## config.mk

```make
export PLATFORM = sky130hd
export DESIGN_NAME = sqrt_pipe_stage
export DESIGN_NICKNAME = d
export VERILOG_FILES = /design/src/rtl/sqrt_pkg.sv /design/src/rtl/sqrt_skid_buf.sv /design/src/rtl/sqrt_pipe_stage.sv
export SDC_FILE = /design/constraint.sdc
export NUM_CORES = 1
export LEC_CHECK = 0
export CAP_MARGIN = 20
export CORE_MARGIN = 2
export CORE_UTILIZATION = 51
export CTS_CLUSTER_DIAMETER = 150
export DETAILED_ROUTE_END_ITERATION = 10
export PLACE_DENSITY = 0.8
export SLEW_MARGIN = 10
export SYNTH_ARGS = -nofsm -noshare
export SYNTH_HDL_FRONTEND = slang
export SYNTH_SLANG_ARGS = --single-unit
```

## constraint.sdc

```tcl
create_clock -name clk -period 3.1 [get_ports clk]
set_input_delay 0.31 -clock clk [delete_from_list [all_inputs] [get_ports clk]]
set_output_delay 0.31 -clock clk [all_outputs]
set_load 0.005 [all_outputs]
```

## src/rtl/sqrt_pkg.sv

```systemverilog
// Shared widths and payload layout for the pipelined integer square-root datapath.
package sqrt_pkg;

  localparam int IN_W_DEF  = 16;
  localparam int TAG_W_DEF = 4;

  function automatic int root_w(input int in_w);
    return in_w / 2;
  endfunction

  function automatic int sq_w(input int in_w);
    return in_w + 1;
  endfunction

  // Payload layout at default widths. Stages declare the same field order at their own widths.
  typedef struct packed {
    logic [IN_W_DEF-1:0]          operand;
    logic [sq_w(IN_W_DEF)-1:0]    square;
    logic [root_w(IN_W_DEF)-1:0]  root;
    logic [TAG_W_DEF-1:0]         tag;
  } payload_def_t;

endpackage

```

## src/rtl/sqrt_skid_buf.sv

```systemverilog
// Two-entry valid/ready skid buffer, 1-cycle latency, full throughput.
// in_ready_o comes straight from the skid flag, so there is no combinational path from out_ready_i.
module sqrt_skid_buf
  import sqrt_pkg::*;
#(
  parameter type payload_t = payload_def_t
) (
  input  logic     clk,
  input  logic     rst,
  input  logic     flush_i,
  input  logic     in_valid_i,
  output logic     in_ready_o,
  input  payload_t in_data_i,
  output logic     out_valid_o,
  input  logic     out_ready_i,
  output payload_t out_data_o
);

  logic     main_vld, skid_vld;
  payload_t main_dat, skid_dat;
  logic     push, pop;

  assign in_ready_o  = !skid_vld;
  assign out_valid_o = main_vld;
  assign out_data_o  = main_dat;
  assign push        = in_valid_i && !skid_vld;
  assign pop         = main_vld && out_ready_i;

  always_ff @(posedge clk or posedge rst) begin
    if (rst) begin
      main_vld <= 1'b0;
      skid_vld <= 1'b0;
      main_dat <= '0;
      skid_dat <= '0;
    end else if (flush_i) begin
      main_vld <= 1'b0;
      skid_vld <= 1'b0;
    end else if (!main_vld) begin
      // skid is only ever filled behind a full main, so it is empty here
      if (push) begin
        main_vld <= 1'b1;
        main_dat <= in_data_i;
      end
    end else if (pop) begin
      if (skid_vld) begin
        main_dat <= skid_dat;
        skid_vld <= 1'b0;
      end else if (push) begin
        main_dat <= in_data_i;
      end else begin
        main_vld <= 1'b0;
      end
    end else if (push) begin
      skid_vld <= 1'b1;
      skid_dat <= in_data_i;
    end
  end

endmodule

```

## src/rtl/sqrt_pipe_stage.sv

```systemverilog
// One root-bit stage of the pipelined square root: trial square compare ahead of a skid buffer.
// Latency 1 cycle, 1 result/cycle; absorbs one extra entry on stall, then drops in_ready_o.
module sqrt_pipe_stage
  import sqrt_pkg::*;
#(
  parameter  int IN_W   = IN_W_DEF,
  parameter  int BIT_K  = root_w(IN_W) - 1,
  parameter  int TAG_W  = TAG_W_DEF,
  localparam int ROOT_W = root_w(IN_W),
  localparam int SQ_W   = sq_w(IN_W)
) (
  input  logic              clk,
  input  logic              rst,
  input  logic              flush_i,
  input  logic              in_valid_i,
  output logic              in_ready_o,
  input  logic [IN_W-1:0]   in_input_i,
  input  logic [SQ_W-1:0]   in_square_i,
  input  logic [ROOT_W-1:0] in_root_i,
  input  logic [TAG_W-1:0]  in_tag_i,
  output logic              out_valid_o,
  input  logic              out_ready_i,
  output logic [IN_W-1:0]   out_input_o,
  output logic [SQ_W-1:0]   out_square_o,
  output logic [ROOT_W-1:0] out_root_o,
  output logic [TAG_W-1:0]  out_tag_o
);

  // One extra bit so the trial square never wraps before the compare.
  localparam int EW = SQ_W + 1;

  typedef struct packed {
    logic [IN_W-1:0]   operand;
    logic [SQ_W-1:0]   square;
    logic [ROOT_W-1:0] root;
    logic [TAG_W-1:0]  tag;
  } payload_t;

  logic [EW-1:0] trial_sq;
  logic          accept;
  payload_t      in_pl, out_pl;

  // (r + 2^k)^2 = r^2 + r*2^(k+1) + 2^(2k)
  always_comb begin
    trial_sq = EW'(in_square_i) + (EW'(in_root_i) << (BIT_K + 1)) + (EW'(1) << (2 * BIT_K));
    accept   = trial_sq <= EW'(in_input_i);
    in_pl.operand = in_input_i;
    in_pl.tag     = in_tag_i;
    in_pl.root    = accept ? (in_root_i | (ROOT_W'(1) << BIT_K)) : in_root_i;
    in_pl.square  = accept ? trial_sq[SQ_W-1:0] : in_square_i;
  end

  sqrt_skid_buf #(
    .payload_t (payload_t)
  ) u_buf (
    .clk         (clk),
    .rst         (rst),
    .flush_i     (flush_i),
    .in_valid_i  (in_valid_i),
    .in_ready_o  (in_ready_o),
    .in_data_i   (in_pl),
    .out_valid_o (out_valid_o),
    .out_ready_i (out_ready_i),
    .out_data_o  (out_pl)
  );

  assign out_input_o  = out_pl.operand;
  assign out_square_o = out_pl.square;
  assign out_root_o   = out_pl.root;
  assign out_tag_o    = out_pl.tag;

endmodule

```

Yosys cells after proc, flatten, opt, wreduce, memory -nomap -nowiden --
Index checks and enable logic that the tools add are counted.
Cells by class: equality and inequality tests 1, add/subtract/negate cells 2, $lt $le $gt $ge 1, reduce and logical (&&, ||, !) cells 8, bitwise operators 2, multiplexer cells 15
Operators with widths (count):
- $mux W45 | 4
- $add A17 B16 Y18 | 1
- $add A18 B15 Y18 const B | 1
- $le A18 B16 Y1 | 1
- $mux W17 | 1
- $mux W1 | 9
- $mux W8 | 1
- $reduce_and A2 Y1 | 2
- $reduce_and A4 Y1 | 1
- $reduce_bool A3 Y1 | 1
- $logic_and A1 B1 Y1 | 2
- $ne A2 B2 Y1 const B | 1
- $not A1 Y1 | 2
- $reduce_bool A2 Y1 | 1
- $logic_not A1 Y1 | 1
Storage, ports and cells: logic and storage cells 39, output and inout port bits 47, register bits after elaboration 92

Depth between registers and ports, before layout --
Gate-level depths: netlist (run 1).
depth in word-level cells 8, mapped depth 16, gate-level depth less buffers 15

Modules after synthesis --
From an unflattened synthesis (run 1), not the netlist that was laid out.
Second synthesis, totals: cells, all modules 374, area total of the unflattened synthesis 4963.5 sq um
By module, submodules not included:
- sqrt_skid_buf | instances 1, cells each 261, area an instance 3992.6 sq um
- sqrt_pipe_stage | instances 1, cells each 113, area an instance 970.9 sq um

Worst setup path after synthesis (run 1) --
No wires, ideal clock.
path kind input -> register, from in in_square_i[9], to reg u_buf.main_dat, in the netlist u_buf.out_data_o[20], arrival 3.550 ns, slack -0.583 ns, cell stages on the path 16, library setup time 0.133 ns, path buffers 1, cells stage by stage ha_1 > ha_1 > fa_1 > a211oi_1 > nor2_1 > o31ai_1 > a21boi_0 > ha_1 > a211oi_1 > o211ai_1 > a21oi_1 > o21ai_0 > a221oi_2 > buf_6 > mux2i_1 > a21oi_1
On the way: longest elaborated chain between the ends 8
Ends and longest elaborated chain:
- start: declaration | RTL line sqrt_pipe_stage.sv:18 | input logic [SQ_W-1:0] in_square_i,
- $add A17 B16 Y18 (*) | RTL line sqrt_pipe_stage.sv:45 | trial_sq = EW'(in_square_i) + (EW'(in_root_i) << (BIT_K + 1)) + (EW'(1) << (2 * BIT_K));
- $add A18 B15 Y18 (*) | RTL line sqrt_pipe_stage.sv:45
- $le A18 B16 Y1 (*) | RTL line sqrt_pipe_stage.sv:46 | accept = trial_sq <= EW'(in_input_i);
- $mux W17 (*) | RTL line sqrt_pipe_stage.sv:50 | in_pl.square = accept ? trial_sq[SQ_W-1:0] : in_square_i;
- $mux W45 (*) | RTL line sqrt_skid_buf.sv:40, sqrt_skid_buf.sv:48
- $mux W45 | RTL line sqrt_skid_buf.sv:45 | if (skid_vld) begin
- $mux W45 | RTL line sqrt_skid_buf.sv:44 | end else if (pop) begin
- $mux W45 (*) | RTL line sqrt_skid_buf.sv:38 | end else if (!main_vld) begin
- end signal: assignment | RTL line sqrt_skid_buf.sv:42 | main_dat <= in_data_i;
- end signal: assignment | RTL line sqrt_skid_buf.sv:46 | main_dat <= skid_dat;
- end signal: assignment | RTL line sqrt_skid_buf.sv:49 | main_dat <= in_data_i;
- end: declaration | RTL line sqrt_skid_buf.sv:20 | payload_t main_dat, skid_dat;
Every way passes the cells marked *; elsewhere a longest branch is shown, timed or not. The select of a mux whose other input is x is not followed. A chain may end at the register's enable or synchronous reset.

Worst setup path in the final report (run 1) --
from in in_root_i[1], to reg u_buf.main_dat, in the netlist u_buf.out_data_o[23]
On the way: longest elaborated chain between the ends 8
Ends and longest elaborated chain:
- start: declaration | RTL line sqrt_pipe_stage.sv:19 | input logic [ROOT_W-1:0] in_root_i,
- $add A17 B16 Y18 (*) | RTL line sqrt_pipe_stage.sv:45
- $add A18 B15 Y18 (*) | RTL line sqrt_pipe_stage.sv:45
- $le A18 B16 Y1 | RTL line sqrt_pipe_stage.sv:46
- $mux W17 (*) | RTL line sqrt_pipe_stage.sv:50
- $mux W45 (*) | RTL line sqrt_skid_buf.sv:40, sqrt_skid_buf.sv:48
- $mux W45 | RTL line sqrt_skid_buf.sv:45
- $mux W45 | RTL line sqrt_skid_buf.sv:44
- $mux W45 (*) | RTL line sqrt_skid_buf.sv:38
Marked as above.

==> reports/results.txt, run 1 <==
htree depth: 3
largest net degree at the start of global routing: 47
total power: 3.566 mW
worst-margin pin slew: 0.8455 ns
Crit path max-delay family: adder cells
CP Capture Type: register
RSZ-0062 raised after global routing: yes
Final Hold Violating Endpoints: 0
number of detailed-route iterations in the first pass: 4
final design utilization: 0.7262
Post-synth EDFFs: 0
crit-path max FO: 5
DRC viols: 0
flop-to-flop setup slack: 1.11 ns
clock-pin slew on the worst setup and hold paths: 0.09 ns
Final Cycle Share: 1.109
final wirelength: 13.01 mm
Netlist cell types: 35
floorplan row count: 34
highest clock rate: 290.9 MHz
Hold WC Path Type: input port to register
first-pass GRT wire length: 20.44 mm
Seq/Total Area, Yosys: 0.5140
Post-Synthesis Cells: 483
net switching power: 1.137 mW
Synth Warn #: 0
Leakage: 2.833 nW
die width: 97.72 µm
Final setup viols: 20
number of DRC markers in iteration 0: 241
maximum root-to-sink buffer count: 2
most used cell along the critical path: ha_4
pwr/cell area: 568.6 mW/mm²
full die area: 0.009548 mm²
CTS tree: done
vias in the first global route: 4135
antenna cells: 0
CP arrival: 3.66 ns
clock share of power: 0.202
leading area contributor after synthesis: dfrtp_1
top_reg_cell synth: dfrtp_1
Synth Cell Area: 0.004479 mm²
Post-CTS Hold Buffers: 0
Combinational Power Share: 0.336
CP max stage cell: fa_2
slowest cell delay on critical path: 0.36 ns
CORE AREA: 0.008636 mm²
ranking of synthesized cells by area: dfrtp_1, ha_1, nand2_1, o22ai_1, a21oi_1
CP bufs+invs: 4
synthesized flop and latch total: 92
Peak VDD IR: 326.7 µV
type of origin of the critical path: input port
gr usage total: 0.2716
global placement routability congestion: 0.8456
post-place setup slack: -1.079 ns
Die Ht: 97.72 µm
TNS Setup: -5.701 ns
antenna viol nets, final: 0
crit path kind: input port to register
Final Max Tran Viols: 0
drt via density: 5.831
Worst EP required: 3.32 ns
MaxCap Viol Count: 0
Tmin final: 3.438 ns
Syn-to-layout area delta: 40.00%
share of layout cells above drive strength 1: 0.1694
Async SR Flop Fraction: 1.000
I/O pins: 97
skew final: 0.006848 ns
fillcell total: 627
DP HPWL: 8.748 mm
initial core utilization: 0.5187
root buf cell: clkbuf_8
Worst slew margin: 0.4352
Internal: 2.428 mW
DR WL/cell: 18.02 µm
run status: complete, but fails checks
number of nets in the layout: 693
total CTS buffers: 9
antenna violations before repair: 0
Num Clock Sinks: 92
Avg Cell Area, Syn: 9.274 µm²
DR vias: 4210
crit path cell chain: buf_8 > ha_4 > ha_4 > fa_2 > a211oi_2 > nor2_1 > buf_4 > o21ai_4 > a21boi_4 > ha_4 > buf_6 > nand4_1 > nor4_2 > a21oi_2 > a221oi_2 > buf_6 > mux2i_4 > a21oi_1
PortBufs: 96
failing checks: negative setup slack
Worst Slack Setup Final: -0.3377 ns
sequential share of power: 0.462
Worst-Skew Late Latency: 0.37 ns
sw frac: 0.3189
Mapped Nets: 566
GRT overflow: 0
share of the synthesized area in the top cell type: 0.5140
==> state kept, by name (all words and copies together), names as in the netlist <==
signal / flops
u_buf.out_valid_o: 1
u_buf.out_data_o: 45
u_buf.skid_dat: 45
u_buf.skid_vld: 1
==> area by class of cell <==
type                    instances  area (µm²)  share of cell area
clock inverters                 5       38.79            0.006185
inverters                      25       95.09             0.01516
flip-flops and latches         92        2302              0.3671
clock buffers                  10       127.6             0.02035
repair buffers                143        1326              0.2115
multi-input cells             339        2246              0.3581
well taps                     108       135.1             0.02155
==> synth_stat cells (all sizes together), types with 2 or more instances <==
| cell type | n |
|---|---|
| a21o | 3 |
| inv | 25 |
| o21ai | 35 |
| ha | 32 |
| mux2i | 8 |
| o22ai | 45 |
| nor3 | 2 |
| a21boi | 2 |
| a21oi | 55 |
| buf | 4 |
| clkbuf | 23 |
| nor2 | 41 |
| nand2b | 2 |
| xor2 | 2 |
| dfrtp | 92 |
| nand4 | 4 |
| o211ai | 2 |
| nand2 | 87 |
| a211oi | 7 |
==> logic make-up after synthesis <==
logic type      synth area share
xor+xnor                0.005867
compound gates            0.1966
fa+ha+maj                0.09385
simple gates              0.1265
mux                      0.01788
buf+inv                  0.04525
flops                     0.5140
==> what timing repair did <==
item | CTS | global route
gates resized for setup | 56 | 18
gates cloned | 1 | 0
pin swaps | 21 | 7
setup buffers | 5 | 1
setup endpoints to repair | 20 | 20
==> worst paths after layout <==
check	from	end	depth (start not counted)
setup / recovery	in_root_i[1]	u_buf.out_data_o[23]	18
hold / removal	in_root_i[1]	u_buf.skid_dat[5]	4
setup reg to reg	u_buf.out_valid_o	u_buf.skid_dat[21]	5
hold reg to reg	u_buf.skid_dat[7]	u_buf.skid_dat[7]	2
max in group asynchronous	rst	u_buf.out_data_o[26]	4
min in group asynchronous	rst	u_buf.skid_dat[17]	2
==> tightest hold or removal path: cells and delay by family <==
kind	cells	cell delay, ns
buffers and inverters	2	0.18
AND/OR/NAND/NOR	2	0.09
==> layout by cell type, fill, tap and decap left out, drive strengths merged, types with 2 or more instances in the layout <==
cell type       n
a211oi          7
a21boi          2
a21o            3
a21oi          55
buf            53
clkbuf         10
clkdlybuf4s50  82
clkinvlp        4
dfrtp          92
dlygate4sd2     8
ha             32
inv            25
mux2i           8
nand2          87
nand2b          2
nand4           4
nor2           41
nor3            2
o211ai          2
o21ai          35
o22ai          45
xor2            2
==> per-stage QoR <==
step / area (µm²) / std cells / hold WS (ns)
floorplan: 4523 / 483 / 0.3731
global placement: 5846 / 699 / 0.4589
detailed placement: 5866 / 700 / 0.4639
CTS: 6181 / 721 / 0.2217
global route: 6271 / 722 / 0.2346
finish: 6271 / 722 / 0.2295
==> routing by layer <==
layer	global-route usage	part of all wire	up-vias	wire length [µm]
li1	-	-	1936	-
met1	0.3595	0.41	2071	5316
met2	0.4350	0.49	166	6394
met3	0.06547	0.066	37	858
met4	0.1079	0.034	0	439
met5	0	0	-	0
==> power groups by stage <==
stage	logic [mW]	registers, mW	clock network [mW]
2_1_floorplan	0.515	1.63	0
3_3_place_gp	1.02	1.65	0
3_5_place_dp	1.06	1.66	0
4_1_cts	1.13	1.64	0.727
5_1_grt	1.31	1.67	0.771
6_report	1.20	1.65	0.721
Note: power is estimated with default switching activity, not from simulation.
==> inputs of run 2 (changes only) <==
- TNS_END_PERCENT: unset -> 50
==> reports/results.txt, run 2 (synthesis results as in run 1) <==
CP Capture Type: register
GRT overflow: 0 (unchanged)
clock share of power: 0.223 (+0.021)
pwr/cell area: 577.3 mW/mm² (+1.5%)
failing checks: negative setup slack
Num Clock Sinks: 92 (unchanged)
full die area: 0.009548 mm² (unchanged)
vias in the first global route: 4247 (+2.7%)
crit path kind: input port to register
most frequent cells in the layout: dfrtp_1, nand2_1, clkdlybuf4s50_1
Internal: 2.502 mW (+3.0%)
fillcell total: 625 (-0.32%)
Post-CTS Hold Buffers: 0 (unchanged)
DR vias: 4199 (-0.26%)
sequential share of power: 0.457 (-0.005)
PortBufs: 96 (unchanged)
Final setup viols: 20 (unchanged)
DP HPWL: 8.664 mm (-0.96%)
Worst R2R Start: u_buf.out_valid_o
Final Cycle Share: 1.095 (-0.01363)
Worst slew margin: 0.5391 (+0.1039)
DR WL/cell: 17.66 µm (-2.0%)
crit-path max FO: 5 (unchanged)
total CTS buffers: 9 (unchanged)
share of layout cells above drive strength 1: 0.1540 (-0.01541)
MaxCap Viol Count: 0 (unchanged)
HP Start: in_square_i[9]
Combinational Power Share: 0.320 (-0.016)
antenna violations before repair: 0 (unchanged)
Peak VDD IR: 391.4 µV (+20%)
CP arrival: 3.62 ns (-0.04 ns)
Hold WC Path Type: input port to register
antenna viol nets, final: 0 (unchanged)
htree depth: 3 (unchanged)
gr usage total: 0.2740 (+0.002389)
largest net degree at the start of global routing: 73 (+55%)
most common cell after layout, fill and taps aside: dfrtp_1
first-pass GRT wire length: 20.87 mm (+2.1%)
final wirelength: 12.81 mm (-1.6%)
non-filler instance count after layout: 725 (+0.42%)
Die Ht: 97.72 µm (unchanged)
Placed Cells: 704 (+0.57%)
Tmin final: 3.395 ns (-0.04225 ns)
Worst EP required: 3.33 ns (about the same)
I/O pins: 97 (unchanged)
Critical Path Source: in_root_i[1]
DRC viols: 0 (unchanged)
die width: 97.72 µm (unchanged)
drt via density: 5.792 (-0.67%)
worst-margin pin slew: 0.6905 ns (-0.1550 ns)
TNS Setup: -5.214 ns (+0.4863 ns)
number of DRC markers in iteration 0: 202 (-16%)
clock-pin slew on the worst setup and hold paths: 0.08 ns (about the same)
initial core utilization: 0.5187 (unchanged)
number of nets in the layout: 696 (+0.43%)
type of origin of the critical path: input port
run status: complete, but fails checks
maximum root-to-sink buffer count: 2 (unchanged)
highest clock rate: 294.5 MHz (+1.2%)
sw frac: 0.3047 (-0.01423)
number of detailed-route iterations in the first pass: 5 (+1)
antenna cells: 0 (unchanged)
Final Max Tran Viols: 0 (unchanged)
Worst-Skew Late Latency: 0.35 ns (-0.02 ns)
CTS tree: done
root buf cell: clkbuf_8
net switching power: 1.097 mW (-3.6%)
Leakage: 2.852 nW (+0.66%)
Final Hold Violating Endpoints: 0 (unchanged)
RSZ-0062 raised after global routing: yes
floorplan row count: 34 (unchanged)
Worst Slack Setup Final: -0.2954 ns (+0.04224 ns)
global placement routability congestion: 0.8383 (-0.86%)
CORE AREA: 0.008636 mm² (unchanged)
skew final: 0.009059 ns (+0.002212 ns)
Syn-to-layout area delta: 39.16%
[run 2: changes by cell type in the layout (fill, tap and decap cells not counted), moves of 2 or more]
cell	change
mux2i_1	+3
buf_6	-2
ha_4	-2
o21ai_1	+4
mux2i_2	-2
clkinvlp_4	-2
buf_4	+5
o21ai_2	-4
[run 2: repair_timing]
| action | in CTS | in global routing |
|---|---|---|
| pin swaps | 19 | 1 |
| endpoints found under the setup margin | 20 | 20 |
| cloned | 1 | 0 |
| hold endpoints to repair | 0 | 0 |
| buffers inserted | 3 | 1 |
| gates resized for setup | 43 | 11 |
[run 2: final timing paths]
path                                   endpoint  slack, ns  cells past startpoint
setup / recovery           u_buf.out_data_o[21]      -0.30                     16
hold / removal               u_buf.skid_dat[21]       0.26                      3
setup reg to reg             u_buf.skid_dat[38]       1.05                      5
hold reg to reg              u_buf.skid_dat[13]       0.49                      2
max in group asynchronous  u_buf.out_data_o[25]       2.03                      3
min in group asynchronous  u_buf.out_data_o[16]       0.36                      2
[run 2: per-stage QoR]
stage | cell area [µm²] | power [mW] | utilization | hold WS (ns) | setup WS (ns)
floorplan | 4523 | 2.147 | - | 0.3731 | -0.2816
global placement | 5876 | 2.663 | 0.6804 | 0.4580 | -0.9637
detailed placement | 5876 | 2.730 | 0.6804 | 0.4640 | -1.111
CTS | 6138 | 3.558 | 0.7108 | 0.2473 | -0.3255
global route | 6233 | 3.804 | 0.7218 | 0.2717 | -0.4315
finish | 6233 | 3.599 | 0.7218 | 0.2642 | -0.2954
[run 2: layout make-up]
type / count / area [µm²] / share of cell area
multi-input cells: 339 / 2153 / 0.3454
clock inverters: 4 / 50.05 / 0.008029
flip-flops and latches: 92 / 2302 / 0.3693
clock buffers: 11 / 141.4 / 0.02268
inverters: 25 / 95.09 / 0.01525
repair buffers: 146 / 1356 / 0.2176
well taps: 108 / 135.1 / 0.02168
[run 2: worst max-delay path, cell delays in order]
cell and delay (ns):
buf_8 0.10, ha_4 0.24, ha_4 0.16, fa_2 0.36
buf_4 0.16, a21o_1 0.15, a211oi_1 0.22, nor2_1 0.11
ha_1 0.34, nand4_1 0.16, nor4_2 0.33, a21oi_1 0.10
a221oi_2 0.35, buf_6 0.21, mux2i_4 0.24, a21oi_1 0.10
[run 2: layer usage]
layer / track usage / wire (µm)
met1: 0.3475 / 5168
met2: 0.4743 / 6694
met3: 0.05612 / 690
met4: 0.08654 / 254
met5: 0 / 0
[run 2: power groups by stage]
stage	clock network, mW	registers (mW)	logic (mW)
2_1_floorplan	0	1.63	0.515
3_3_place_gp	0	1.64	1.02
3_5_place_dp	0	1.66	1.07
4_1_cts	0.819	1.64	1.10
5_1_grt	0.865	1.68	1.26
6_report	0.804	1.64	1.15
==> inputs of run 3 (changes only) <==
- REMOVE_ABC_BUFFERS: unset -> 1
==> reports/results.txt, run 3 (synthesis results as in run 1) <==
htree depth: 3 (unchanged)
Final Hold Violating Endpoints: 0 (unchanged)
Die Ht: 97.72 µm (unchanged)
Num Clock Sinks: 92 (unchanged)
number of detailed-route iterations in the first pass: 5 (unchanged)
Placed Cells: 691 (-1.8%)
full die area: 0.009548 mm² (unchanged)
Area after DPL: 0.005754 mm² (-2.1%)
Syn-to-layout area delta: 37.96%
MaxCap Viol Count: 0 (unchanged)
type of origin of the critical path: input port
total CTS buffers: 9 (unchanged)
crit-path max FO: 5 (unchanged)
floorplan row count: 34 (unchanged)
HP Start: in_root_i[1]
run status: complete, but fails checks
Worst R2R Start: u_buf.skid_vld
antenna cells: 0 (unchanged)
Worst-Skew Late Latency: 0.37 ns (+0.02 ns)
drt via density: 5.785 (-0.11%)
CORE AREA: 0.008636 mm² (unchanged)
RSZ-0062 raised after global routing: yes
Critical Path Source: in_root_i[1]
antenna viol nets, final: 0 (unchanged)
DRC viols: 0 (unchanged)
CTS tree: done
maximum root-to-sink buffer count: 2 (unchanged)
initial core utilization: 0.5187 (unchanged)
GRT overflow: 0 (unchanged)
Post-Layout Inst Area: 0.006180 mm² (-0.86%)
Leakage: 2.807 nW (-1.6%)
gr usage total: 0.2554 (-0.01860)
global placement routability congestion: 0.9168 (+9.4%)
CP arrival: 3.60 ns (-0.02 ns)
non-filler instance count after layout: 712 (-1.8%)
skew final: 0.007125 ns (-0.001934 ns)
most common cell after layout, fill and taps aside: dfrtp_1
Tmin final: 3.382 ns (-0.01327 ns)
Worst Slack Setup Final: -0.2822 ns (+0.01327 ns)
DR WL/cell: 17.39 µm (-1.6%)
largest net degree at the start of global routing: 73 (unchanged)
total power: 3.555 mW (-1.2%)
Worst slew margin: 0.4645 (-0.07464)
post-place setup slack: -1.481 ns (-0.3695 ns)
most frequent cells in the layout: dfrtp_1, nand2_1, clkdlybuf4s50_1
number of nets in the layout: 682 (-2.0%)
failing checks: negative setup slack
Hold WC Path Type: input port to register
final design utilization: 0.7156 (-0.006230)
vias in the first global route: 4086 (-3.8%)
DR vias: 4119 (-1.9%)
clock-pin slew on the worst setup and hold paths: 0.09 ns (about the same)
die width: 97.72 µm (unchanged)
antenna violations before repair: 0 (unchanged)
worst-margin pin slew: 0.8023 ns (+0.1118 ns)
first-pass GRT wire length: 19.55 mm (-6.3%)
Worst EP required: 3.32 ns (about the same)
number of DRC markers in iteration 0: 170 (-16%)
Final setup viols: 20 (unchanged)
share of layout cells above drive strength 1: 0.1540 (about the same)
root buf cell: clkbuf_8
CP Capture Type: register
PortBufs: 96 (unchanged)
Peak VDD IR: 365.1 µV (-6.7%)
DP HPWL: 7.969 mm (-8.0%)
I/O pins: 97 (unchanged)
pwr/cell area: 575.3 mW/mm² (-0.35%)
crit path kind: input port to register
final wirelength: 12.38 mm (-3.3%)
highest clock rate: 295.7 MHz (+0.39%)
Final Max Tran Viols: 0 (unchanged)
Final Cycle Share: 1.091 (-0.004281)
run 3: cell types whose count changed in the layout (fill, tap and decap cells not counted), sizes merged:
cell / delta
clkbuf: +2
dlymetal6s2s: +3
clkinv: +1
clkinvlp: +1
bufinv: -1
clkdlybuf4s15: -1
buf: -15
clkdlybuf4s50: -1
dlygate4sd2: -2
run 3: where the power goes:
group / total [mW] / internal [mW] / switching (mW)
Sequential: 1.64 / 1.48 / 0.161
Clock: 0.777 / 0.335 / 0.441
Combinational: 1.14 / 0.632 / 0.510
Total: 3.56 / 2.44 / 1.11
run 3: path summary, 6_finish.rpt:
check	to	slack, ns	cells after the start
setup / recovery	u_buf.out_data_o[20]	-0.28	17
hold / removal	u_buf.skid_dat[5]	0.15	3
setup reg to reg	u_buf.skid_dat[32]	1.17	5
hold reg to reg	u_buf.skid_dat[9]	0.49	2
max in group asynchronous	u_buf.skid_dat[8]	2.00	3
min in group asynchronous	u_buf.out_data_o[15]	0.38	2
run 3: layout make-up:
type                       count  area, µm²
clock buffer                  11      151.4
clock inverter                 5      36.28
fill                         653       2456
inverter                      25      95.09
multi-input combinational    339       2205
sequential                    92       2302
tap                          108      135.1
timing repair buffer         132       1255
run 3: routing by layer:
metal	GRT usage	wire (µm)	up-vias
li1	-	-	1914
met5	0	0	-
met1	0.3447	5214	2003
met4	0.1047	344	0
met2	0.4186	6064	175
met3	0.03597	757	27
run 3: critical path, cell delays in order:
cell,delay (ns)
buf_8,0.10
ha_4,0.23
ha_4,0.16
fa_2,0.35
a211oi_2,0.22
nor2_2,0.09
o31ai_2,0.25
a21boi_4,0.26
ha_4,0.16
buf_6,0.09
nand4_1,0.11
nor4_2,0.29
a21oi_1,0.08
a221oi_2,0.32
buf_6,0.21
mux2i_1,0.28
a21oi_1,0.10
run 3: through the flow:
| step | hold WS [ns] | TNS [ns] |
|---|---|---|
| 6_report | 0.1517 | -4.204 |
| 3_3_place_gp | 0.4581 | -25.46 |
| 5_1_grt | 0.1728 | -6.581 |
| 4_1_cts | 0.1501 | -5.957 |
| 3_5_place_dp | 0.4638 | -28.31 |
| 2_1_floorplan | 0.3731 | -44.76 |
run 3: repair_timing:
item	CTS	global route
hold buffers	0	0
setup endpoints to repair	20	20
gates cloned	1	0
buffers inserted	2	2
gates resized for setup	47	30
pin swaps	16	10
==> RTL change (flow settings as in run 2) <==
Change the package constant `TAG_W_DEF` from 4 to 6.
--- a/src/rtl/sqrt_pkg.sv
+++ b/src/rtl/sqrt_pkg.sv
@@ -2,7 +2,7 @@
 package sqrt_pkg;
 
   localparam int IN_W_DEF  = 16;
-  localparam int TAG_W_DEF = 4;
+  localparam int TAG_W_DEF = 6;
 
   function automatic int root_w(input int in_w);
     return in_w / 2;
Ports: changed (resized in_tag_i and out_tag_o); port bits go from 97 to 101. The function was not compared with the original's and may differ.
==> RTL change against run 2 <==
Routed wire length increased by 5.7%. Maximum frequency increased by 4.6%. The flow still finishes with violations (negative setup slack). Global-route usage decreased by 0.064 points. Count of clock-buffer cells in the layout decreased by 2. Power increased by 4.8%. Via count increased by 2.9%. Final area increased by 4.8%. Critical path depth increased by 2. Area after synthesis increased by 4.6%. Largest cell class unchanged. Worst setup slack improved by 0.15 ns. Sequential cell count increased by 4.
==> RTL change: results (changes against run 2) <==
- Violated checks: negative setup slack
- Worst path slowest cell: fa_2
- DP HPWL: 8.91 mm (+2.8%)
- RePlAce Congestion: 0.893 (+6.5%)
- Crit-path max cell delay: 0.38 ns (+0.02 ns)
- Setup TNS: -1.50 ns (+3.71 ns)
- I/O Buffers: 100 (+4.2%)
- Routed WL per cell: 18.2 um (+3.0%)
- Initial detailed-routing violation count: 268 (+33%)
- Placed Cells: 722 (+2.6%)
- Asr flop ratio synth: 1.00 (unchanged)
- Met2 usage: 0.455 (-0.0195)
- Outcome: complete, but fails checks
- Worst vdd ir: 381 uV (-2.7%)
- Seq. pwr: 1.71 mW (+4%)
- Vias: 4319 (+2.9%)
- Synth cell count leaders: dfrtp_1 (96), nand2_1 (95), a21oi_1 (56)
- Clk_skew: 0.00879 ns (-0.000273 ns)
- Xor/xnor cell area share of the yosys netlist: 0.00748 (+0.00161)
- DR vias/cell: 5.81 (+0.23%)
- Fill cells: 602 (-3.7%)
- Met3 usage: 0.0460 (-0.0102)
- Met3 WL: 894 um (+30%)
- First-pass GRT wire length: 21.4 mm (+2.4%)
- Mean area per synthesized cell: 9.28 sq um (about the same)
- Post-synthesis mux area share: 0.0171 (-0.000788)
- Clk buf depth: 2 (unchanged)
- Seq/Total Area, Yosys: 0.513 (-0.00128)
- Leak: 2.97 nW (+4.1%)
- Drt first pass iters: 4 (-1)
- Clock buffer count from CTS: 9 (unchanged)
- Final setup fails: 17 (-15%)
- Slew @ Worst Pin: 0.730 ns (+0.0391 ns)
- Layout cells sized above 1: 0.171 (+0.0174)
- GRT Util Overall: 0.273 (-0.000644)
- Setup WS post-layout: -0.145 ns (+0.150 ns)
- CP arrival: 3.49 ns (-0.13 ns)
- Synth Area in Adders: 0.0897 (-0.00414)
- Sw Share: 0.314 (+0.00974)
- Top routing layer used: met4
- Met2 Wirelength: 6.93 mm (+3.5%)
- Clk_lat worst skew: 0.37 ns (+0.02 ns)
- Crit Path Max Fanout: 5 (unchanged)
- FF-to-FF Start: u_buf.skid_vld$_DFFE_PP0P_
- Initial antenna violation count: 0 (unchanged)
- Mapped Nets: 590 (+4.2%)
- Crit path launch: in_square_i[9]
- Met1 usage: 0.356 (+0.00840)
- Antenna fix cells: 0 (unchanged)
- Routed length on met1: 5.29 mm (+2.3%)
- Ys Warns: 0 (unchanged)
- Min-delay src: in_root_i[1]
- Clock transition at path regs: 0.10 ns (+0.02 ns)
- Post-synthesis compound-gate area fraction: 0.183 (-0.0135)
- Largest net degree at the start of global routing: 61 (-16%)
- Top Family by Delay on Critical Path: adder cells
- Yosys cell types: 35 (unchanged)
- Net Switching: 1.19 mW (+8.2%)
- Top post-synthesis cells by area: dfrtp_1 (51%), ha_1 (8.5%), nand2_1 (7.6%), o22ai_1 (6.3%), a21oi_1 (6.0%)
-- RTL change: changes by cell type after synthesis, moves of 4 or more --
cell | before | now
o21ai_1 | 9 | 18
nand2_1 | 87 | 95
clkbuf_1 | 23 | 16
o21ai_0 | 26 | 15
nor2_1 | 41 | 46
dfrtp_1 | 92 | 96
buf_2 | 0 | 6
-- RTL change: stage by stage --
step / setup WS (ns) / area, sq um
2_1_floorplan: 0.0217 / 4700
3_3_place_gp: -0.573 / 6030
3_5_place_dp: -0.810 / 6030
4_1_cts: -0.143 / 6490
5_1_grt: -0.248 / 6530
6_report: -0.145 / 6530
-- RTL change: what timing repair did --
action | 4_1_cts | 5_1_grt
gates cloned | 1 | 0
endpoints found under the hold margin | 0 | 0
endpoints found under the setup margin | 20 | 20
buffers inserted | 6 | 2
resized for setup | 61 | 19
hold buffers | 0 | 0
pin swaps | 25 | 16
-- RTL change: path summary, 6_finish.rpt --
path,end,slack [ns],depth (start not counted)
worst max-delay path,u_buf.out_data_o[28]$_DFFE_PP0P_,-0.15,18
worst min-delay path,u_buf.skid_dat[7]$_DFFE_PP0P_,0.25,4
worst max register to register,u_buf.skid_dat[45]$_DFFE_PP0P_,1.02,6
worst min register to register,u_buf.skid_dat[18]$_DFFE_PP0P_,0.49,2
max in group asynchronous,u_buf.skid_dat[30]$_DFFE_PP0P_,2.09,3
min in group asynchronous,u_buf.skid_dat[4]$_DFFE_PP0P_,0.31,2
-- RTL change: layout make-up --
type | instances | area share
Sequential cell | 96 | 0.368
Multi-Input combinational cell | 354 | 0.358
Timing Repair Buffer | 146 | 0.209
Tap cell | 108 | 0.0207
Clock buffer | 9 | 0.0190
Inverter | 25 | 0.0148
Clock inverter | 6 | 0.0105
